## config.mk

```make
export PLATFORM = sky130hd
export DESIGN_NAME = bicubic_2d_engine
export DESIGN_NICKNAME = d
export VERILOG_FILES = /design/src/rtl/bicubic_2d_engine.sv
export SDC_FILE = /design/constraint.sdc
export NUM_CORES = 2
export LEC_CHECK = 0
export BUFFER_PORTS_ARGS = -buffer_cell sky130_fd_sc_hd__clkbuf_2
export CAP_MARGIN = 20
export CORE_MARGIN = 4
export CORE_UTILIZATION = 65
export DETAILED_ROUTE_END_ITERATION = 7
export PLACE_DENSITY_LB_ADDON = 0.3
export SLEW_MARGIN = 30
export SYNTH_ARGS = -nofsm -noshare
export SYNTH_HDL_FRONTEND = slang
export SYNTH_SLANG_ARGS = --single-unit
```

## constraint.sdc

```tcl
create_clock -name clk -period 19.34 [get_ports clk]
set_clock_uncertainty 0.1 [all_clocks]
set_input_delay 0.967 -clock clk [delete_from_list [all_inputs] [get_ports clk]]
set_output_delay 0.967 -clock clk [all_outputs]
set_load 0.01 [all_outputs]
```

## src/rtl/bicubic_2d_engine.sv

```systemverilog
// Bicubic (Catmull-Rom, a=-0.5) interpolator over a 4x4 window: weights, four row passes, one column pass.
// Build option: define BICUBIC_ROUND_EN for round-half-up reductions; the default reduces by floor.
module bicubic_2d_engine #(
  parameter int DATA_W = 8,
  parameter int FRAC_W = 8
) (
  input  logic                 clk,
  input  logic                 rst,
  input  logic                 in_valid,
  output logic                 in_ready,
  input  logic [16*DATA_W-1:0] win,
  input  logic [FRAC_W-1:0]    fx,
  input  logic [FRAC_W-1:0]    fy,
  output logic [DATA_W-1:0]    out_val,
  output logic                 out_valid,
  input  logic                 out_ready
);

  localparam int W_W   = FRAC_W + 3;
  localparam int H_W   = DATA_W + 3;
  localparam int VAC_W = W_W + H_W + 2;
  // One signed working width big enough for t*t and for every weighted sum.
  localparam int RED_W = (VAC_W > 2 * FRAC_W + 2) ? VAC_W : 2 * FRAC_W + 2;

  typedef enum logic [2:0] {IDLE, WGT, HROW, VERT, DONE} state_t;
  typedef logic signed [W_W-1:0] weight_t;
  typedef weight_t [3:0]         wvec_t;
  typedef logic signed [H_W-1:0] hval_t;
  typedef logic signed [RED_W-1:0] acc_t;

  state_t               state, state_n;
  logic [1:0]           row;
  logic [16*DATA_W-1:0] win_q;
  logic [FRAC_W-1:0]    fx_q, fy_q;
  wvec_t                wx, wy;
  hval_t [3:0]          h;

  function automatic acc_t reduce(input acc_t a);
    acc_t half;
    half = acc_t'(1) <<< (FRAC_W - 1);
`ifdef BICUBIC_ROUND_EN
    reduce = (a + half) >>> FRAC_W;
`else
    half = '0;
    reduce = (a + half) >>> FRAC_W;
`endif
  endfunction

  // w2 takes whatever the other three leave, so the weights always sum to exactly one.
  function automatic wvec_t calc_weights(input logic [FRAC_W-1:0] t);
    acc_t tt, t2, t3, unity, h0, h1, h3;
    tt    = acc_t'(t);
    unity = acc_t'(1) <<< FRAC_W;
    t2    = reduce(tt * tt);
    t3    = reduce(t2 * tt);
    h0    = (t2 + t2 - t3 - tt) >>> 1;
    h1    = (t3 + t3 + t3 - (t2 <<< 2) - t2 + (unity <<< 1)) >>> 1;
    h3    = (t3 - t2) >>> 1;
    calc_weights[0] = weight_t'(h0);
    calc_weights[1] = weight_t'(h1);
    calc_weights[2] = weight_t'(unity - h0 - h1 - h3);
    calc_weights[3] = weight_t'(h3);
  endfunction

  function automatic acc_t row_sum(input wvec_t w, input logic [4*DATA_W-1:0] px);
    acc_t acc;
    acc = '0;
    for (int c = 0; c < 4; c++)
      acc = acc + acc_t'(w[c]) * acc_t'($signed({1'b0, px[c*DATA_W +: DATA_W]}));
    row_sum = acc;
  endfunction

  function automatic acc_t col_sum(input wvec_t w, input hval_t [3:0] hv);
    acc_t acc;
    acc = '0;
    for (int r = 0; r < 4; r++)
      acc = acc + acc_t'(w[r]) * acc_t'(hv[r]);
    col_sum = acc;
  endfunction

  function automatic logic [DATA_W-1:0] clamp_pix(input acc_t v);
    acc_t pix_max;
    pix_max = (acc_t'(1) <<< DATA_W) - acc_t'(1);
    if (v < 0)
      clamp_pix = '0;
    else if (v > pix_max)
      clamp_pix = '1;
    else
      clamp_pix = v[DATA_W-1:0];
  endfunction

  always_ff @(posedge clk) begin
    if (rst) begin
      state   <= IDLE;
      row     <= 2'd0;
      out_val <= '0;
    end else begin
      state <= state_n;
      if (state == HROW)
        row <= row + 2'd1;
      if (state == VERT)
        out_val <= clamp_pix(reduce(col_sum(wy, h)));
    end
  end

  // NOTE: datapath registers carry no reset; each is written before the FSM ever reads it.
  always_ff @(posedge clk) begin
    if (state == IDLE && in_valid) begin
      win_q <= win;
      fx_q  <= fx;
      fy_q  <= fy;
    end
    if (state == WGT) begin
      wx <= calc_weights(fx_q);
      wy <= calc_weights(fy_q);
    end
    if (state == HROW)
      h[row] <= hval_t'(reduce(row_sum(wx, win_q[row*4*DATA_W +: 4*DATA_W])));
  end

  // NOTE: every output of this block is assigned a default first, so no latch is inferred.
  always_comb begin
    state_n   = state;
    in_ready  = 1'b0;
    out_valid = 1'b0;
    case (state)
      IDLE: begin
        in_ready = 1'b1;
        if (in_valid) state_n = WGT;
      end
      WGT:  state_n = HROW;
      HROW: if (row == 2'd3) state_n = VERT;
      VERT: state_n = DONE;
      DONE: begin
        out_valid = 1'b1;
        if (out_ready) state_n = IDLE;
      end
      default: state_n = IDLE;
    endcase
  end

endmodule

```

## After elaboration in Yosys (flattened, before gate mapping)

Index checks and enable logic that the tools add are counted.

- Bits in registers: 281
- Output and inout port bits: 10

- $add $sub $neg: 31
- $mul: 12
- $lt $le $gt $ge: 4
- Equality and inequality tests: 8
- Shift-type cells: 1
- Multiplexer cells: 11
- Reduce and logical (&&, ||, !) cells: 4

Operators with widths:

| cell | number |
|---|---|
| $shiftx A128 B8 Y32 | 1 |
| $mul A8 B8 Y16 | 4 |
| $add A19 B19 Y19 | 3 |
| $bwmux W44 | 1 |
| $mul A11 B11 Y22 | 2 |
| $mul A11 B9 Y19 | 2 |
| $add A8 B8 Y9 | 4 |
| $add A12 B11 Y12 const B | 2 |
| $add A23 B22 Y24 | 1 |
| $add A24 B19 Y24 | 1 |
| $sub A11 B9 Y12 | 2 |
| $add A21 B22 Y23 | 1 |
| $demux W11 S2 | 1 |
| $sub A10 B10 Y11 | 2 |
| $sub A10 B10 Y11 const A | 2 |
| $sub A10 B9 Y11 | 2 |
| $sub A11 B11 Y11 | 2 |
| $sub A11 B8 Y11 | 2 |
| $mul A10 B11 Y21 | 1 |
| $add A9 B8 Y10 | 2 |
| $sub A9 B8 Y10 | 2 |
| $mul A10 B9 Y19 | 1 |
| $mul A8 B11 Y19 | 1 |
| $sub A8 B8 Y9 | 2 |
| other kinds (20) | 27 |

## Depth between registers and ports, before layout

- Depth in word-level cells: 9
- Mapped depth: 62

## Worst setup path before layout

No wires, ideal clock.

- Path type: register to register
- From: register fy_q[1]
- To: register wy[32] (netlist name), data pin
- Library setup time: 0.258 ns
- Data arrival time: 13.259 ns
- Setup slack: 5.723 ns
- Cell stages (with the launch flop): 58
- Path buffers: 2
- Period minus slack after synthesis: 13.617 ns
- Cell sequence: edfxtp_1 inv_1 buf_1 nor2_1 ha_1 a31o_2 fa_1 inv_1 fa_1 fa_1 inv_1 ha_1 buf_2 and3_1 a211o_1 a31o_2 a211oi_1 nor2_1 [22 not listed] a21o_1 a21o_1 xor2_1 ha_1 ha_1 a21oi_1 o21ai_0 a21oi_1 xor2_1 inv_1 fa_1 ha_1 ha_1 a21oi_1 o21ai_0 xnor2_1 xnor2_1 xnor2_1

- Longest elaborated chain between the ends: 9
- Elaborated cells on any way between the ends: 14
- Those cells by class: 12 x add/sub; 2 x mul

RTL lines:

| element | line | RTL |
|---|---|---|
| from (decl) | 34 | `logic [FRAC_W-1:0] fx_q, fy_q;` |
| from (signal assigned) | 111 | `fy_q <= fy;` |
| $mul A8 B8 Y16 | 54 | `t2 = reduce(tt * tt);` |
| $mul A8 B8 Y16 | 55 | `t3 = reduce(t2 * tt);` |
| $add A8 B8 Y9 | 57 | `h1 = (t3 + t3 + t3 - (t2 <<< 2) - t2 + (unity <<< 1)) >>> 1;` |
| $add A9 B8 Y10 | 57 |  |
| $sub A10 B10 Y11 | 57 |  |
| $sub A11 B9 Y12 | 57 |  |
| $add A12 B11 Y12 | 57 |  |
| $sub A11 B11 Y11 | 61 | `calc_weights[2] = weight_t'(unity - h0 - h1 - h3);` |
| $sub A11 B8 Y11 (*) | 61 |  |
| to (signal assigned) | 115 | `wy <= calc_weights(fy_q);` |
| to (decl) | 35 | `wvec_t wx, wy;` |

Mark *: on every way between the ends. The rest lies on a longest branch, timed or not.
A chain may end at the register's enable or synchronous reset.

## Worst setup path after layout

- From: register fy_q[5]
- To: register wy[32] (netlist name), data pin

Same word-level chain as after synthesis.

==> summary.md <==
| Metric | Value |
|---|---|
| Status | complete, no violations |
| Layout cells sized above 1 | 0.0617 |
| Period minus WS final | 14.86 ns |
| Crit Path Max Fanout | 12 |
| Clock H-tree levels | 2 |
| R2r setup slk | 4.48 ns |
| Synthesized area per cell | 10.3 um^2 |
| Hold WS | 0.398 ns |
| Netlist cell types | 91 |
| Primary FF master, synth | edfxtp_1 |
| Setup TNS | 0 ns |
| Critical Path RT | 19.53 ns |
| Post-CTS setup buffers | 0 |
| Total CTS buffers | 34 |
| DRT iter0 DRCs | 1815 |
| Pre-Repair DR Iteration Count | 5 |
| Vias in the first global route | 36800 |
| Largest net degree at the start of global routing | 74 |
| YS warnings | 0 |
| Number of clock sinks | 281 |
| Die X | 288 um |
| Post-synthesis register bit count | 281 |
| Worst flop-to-flop path endpoint | wy[32] |
| First-pass GRT wire length | 183000 um |
| Worst-Margin Slew | 1.00 ns |
| WL/cell | 17.9 um |
| Area of the multi-input gates | 37700 um^2 |
| Fin. Hold Viols | 0 |
| Synth-to-layout area growth | 5.36% |
| DP HPWL | 94300 um |
| Antenna viol nets, final | 0 |
| Sequential fraction of the synthesis area | 0.163 |
| Achievable Freq | 67.3 MHz |
| Final instance area | 53900 um^2 |
| Syn_nets | 6666 |
| HP Class | reg -> reg |
| IO buf count | 157 |
| Worst-path clk slew | 0.06 ns |
| DRT Wirelength | 109000 um |
| Die area | 83200 um^2 |
| Hold_buf cts | 0 |
| R2R Path Start | fy_q[5] |
| # DRC | 0 |
| CP arrival | 15.06 ns |
| Most frequent cells in the layout | inv_1 (1229), fa_1 (1013), ha_1 (529) |
| Highest Signal Layer | met5 |
| GRT Util Overall | 0.278 |
| WS Path Type | reg -> reg |
| WHS Path Cells | 2 |
| Share of flip-flops with an asynchronous set or reset | 0 |
| Family with the most delay on the worst path | adder cells |
| Fin crit share | 0.768 |
| Clock tree buffer depth | 3 |
| Clock Latency Late Sink | 0.55 ns |
| Std cell rows | 102 |
| Cell area after placement | 52800 um^2 |
| Placed Cells incl. Taps | 6052 |
| Post-synth EDFFs | 268 |
| Crit path largest cell delay | 0.57 ns |
| CP endpoint kind | flop |
| Register Area | 8310 um^2 |
| GRT overflow | 0 |
| GP Congestion | 0.916 |
| WL met3 | 6050 um |
| CP bufs+invs | 9 |
| Setup repair after global routing missed its margin | false |
| Critical path's most frequent cell | fa_1 |
| CTS tree | yes |
| Non-Filler Instances | 6114 |
| Cells after Synth | 4976 |
| Met1 Wirelength | 43000 um |
| Setup-failing EPs final | 0 |
| WHS Endpoint | out_val[0] |
| Routed via count | 33300 |
| Final nets | 6738 |
| Commonest non-fill, non-tap cell in the layout | inv_1 |
| CORE AREA | 77700 um^2 |
| Post-cts resize count | 0 |
| Max_cap viols | 0 |
| Critical path launch point type | flop |
| Reg2Reg Depth | 54 |
| Layout fillers | 5687 |
| Clock root buffer | clkbuf_16 |
| Cell Area, Synth | 51100 um^2 |
| Avg Vias per Cell | 5.44 |
| Metal2 WL | 55400 um |
| Hold_sp | out_val[0] |
| Slowest-stage cell, CP | edfxtp_1 |
| Initial Util | 0.658 |
| Worst relative slew slack | 0.326 |
| Number of antenna violations at the first check in global routing | 4 |
| Die height | 288 um |
| I/O pins | 158 |
| Pins over their slew limit | 0 |
-- per-stage QoR --
stage | util | setup WS [ns]
2_1_floorplan | - | 5.72
3_3_place_gp | 0.679 | 5.01
3_5_place_dp | 0.679 | 4.66
4_1_cts | 0.693 | 4.59
5_1_grt | 0.693 | 3.48
6_report | 0.693 | 4.48
-- cells in the mapped netlist (5+ instances only) --
library cell  number  share of area
inv_1           1229          0.090
fa_1            1013           0.40
ha_1             529           0.13
nand2_1          491          0.036
and2_1           356          0.044
edfxtp_1         268           0.16
nor2_1           204          0.015
xnor2_1          135          0.023
clkbuf_1         118         0.0087
a21oi_1           98         0.0096
o21ai_0           59         0.0058
xor2_1            53         0.0091
nand2b_1          47         0.0058
a21o_1            43         0.0063
nor2b_1           36         0.0044
mux4_2            32          0.014
nor3_1            21         0.0021
o21bai_1          15         0.0022
a21boi_0          14         0.0021
dfxtp_1           13         0.0051
nand3_1           13         0.0013
and3_1            12         0.0015
a22oi_2           10         0.0024
o21a_1            10         0.0015
a211oi_1           8         0.0012
or2_2              8        0.00098
buf_1              7        0.00051
mux2i_1            7         0.0014
nand4_1            6        0.00073
o211ai_1           6        0.00088
o21ai_1            6        0.00059
or3_1              6        0.00073
nand4b_1           5        0.00086
-- tightest hold or removal path, delay by kind of cell (launching register included) --
kind	cells	cell delay, ns
flip-flops	1	0.31
AO/OA/AOI/OAI	1	0.07
AND/OR/NAND/NOR	1	0.07
-- logic make-up after synthesis --
family                   share of synthesized area
AO/OA/AOI/OAI                               0.0435
XOR/XNOR                                    0.0340
adder cells (fa/ha/maj)                      0.527
buffers and inverters                        0.101
flip-flops                                   0.163
multiplexers                                0.0163
AND/OR/NAND/NOR                              0.116
-- worst max path at each step --
| stage | from | to | slack, ns | depth (start not counted) |
|---|---|---|---|---|
| 6_report | fy_q[5] | wy[32] | 4.48 | 54 |
| 5_1_grt | fy_q[5] | wy[32] | 3.48 | 56 |
| 4_1_cts | fy_q[5] | wy[32] | 4.59 | 53 |
| 3_5_place_dp | fy_q[5] | wy[32] | 4.66 | 55 |
| 3_3_place_gp | fy_q[1] | wy[32] | 5.01 | 56 |
| 2_1_floorplan | fy_q[1] | wy[32] | 5.72 | 57 |
-- flip-flops by register name, indices dropped and copies added, names as in the netlist --
signal / count
win_q: 128
h: 44
wx: 40
wy: 40
fx_q: 8
fy_q: 8
out_val: 8
state: 3
row: 2
-- metal layers --
metal / global-route usage / vias up
li1: - / 15200
met1: 0.356 / 16900
met2: 0.484 / 945
met3: 0.0379 / 238
met4: 0.107 / 2
met5: 0 / -
-- final cells by class --
cell class	count	area share
Tap cell	1040	0.0242
Sequential cell	281	0.154
Clock inverter	21	0.00314
Timing Repair Buffer	164	0.0156
Inverter	1239	0.0865
Multi-Input combinational cell	3328	0.700
Clock buffer	38	0.0167
Antenna cell	3	0.000139
Power is left out: the tool's default activity adds up to more than one toggle a clock period on the data nets, which glitch-free logic cannot reach.
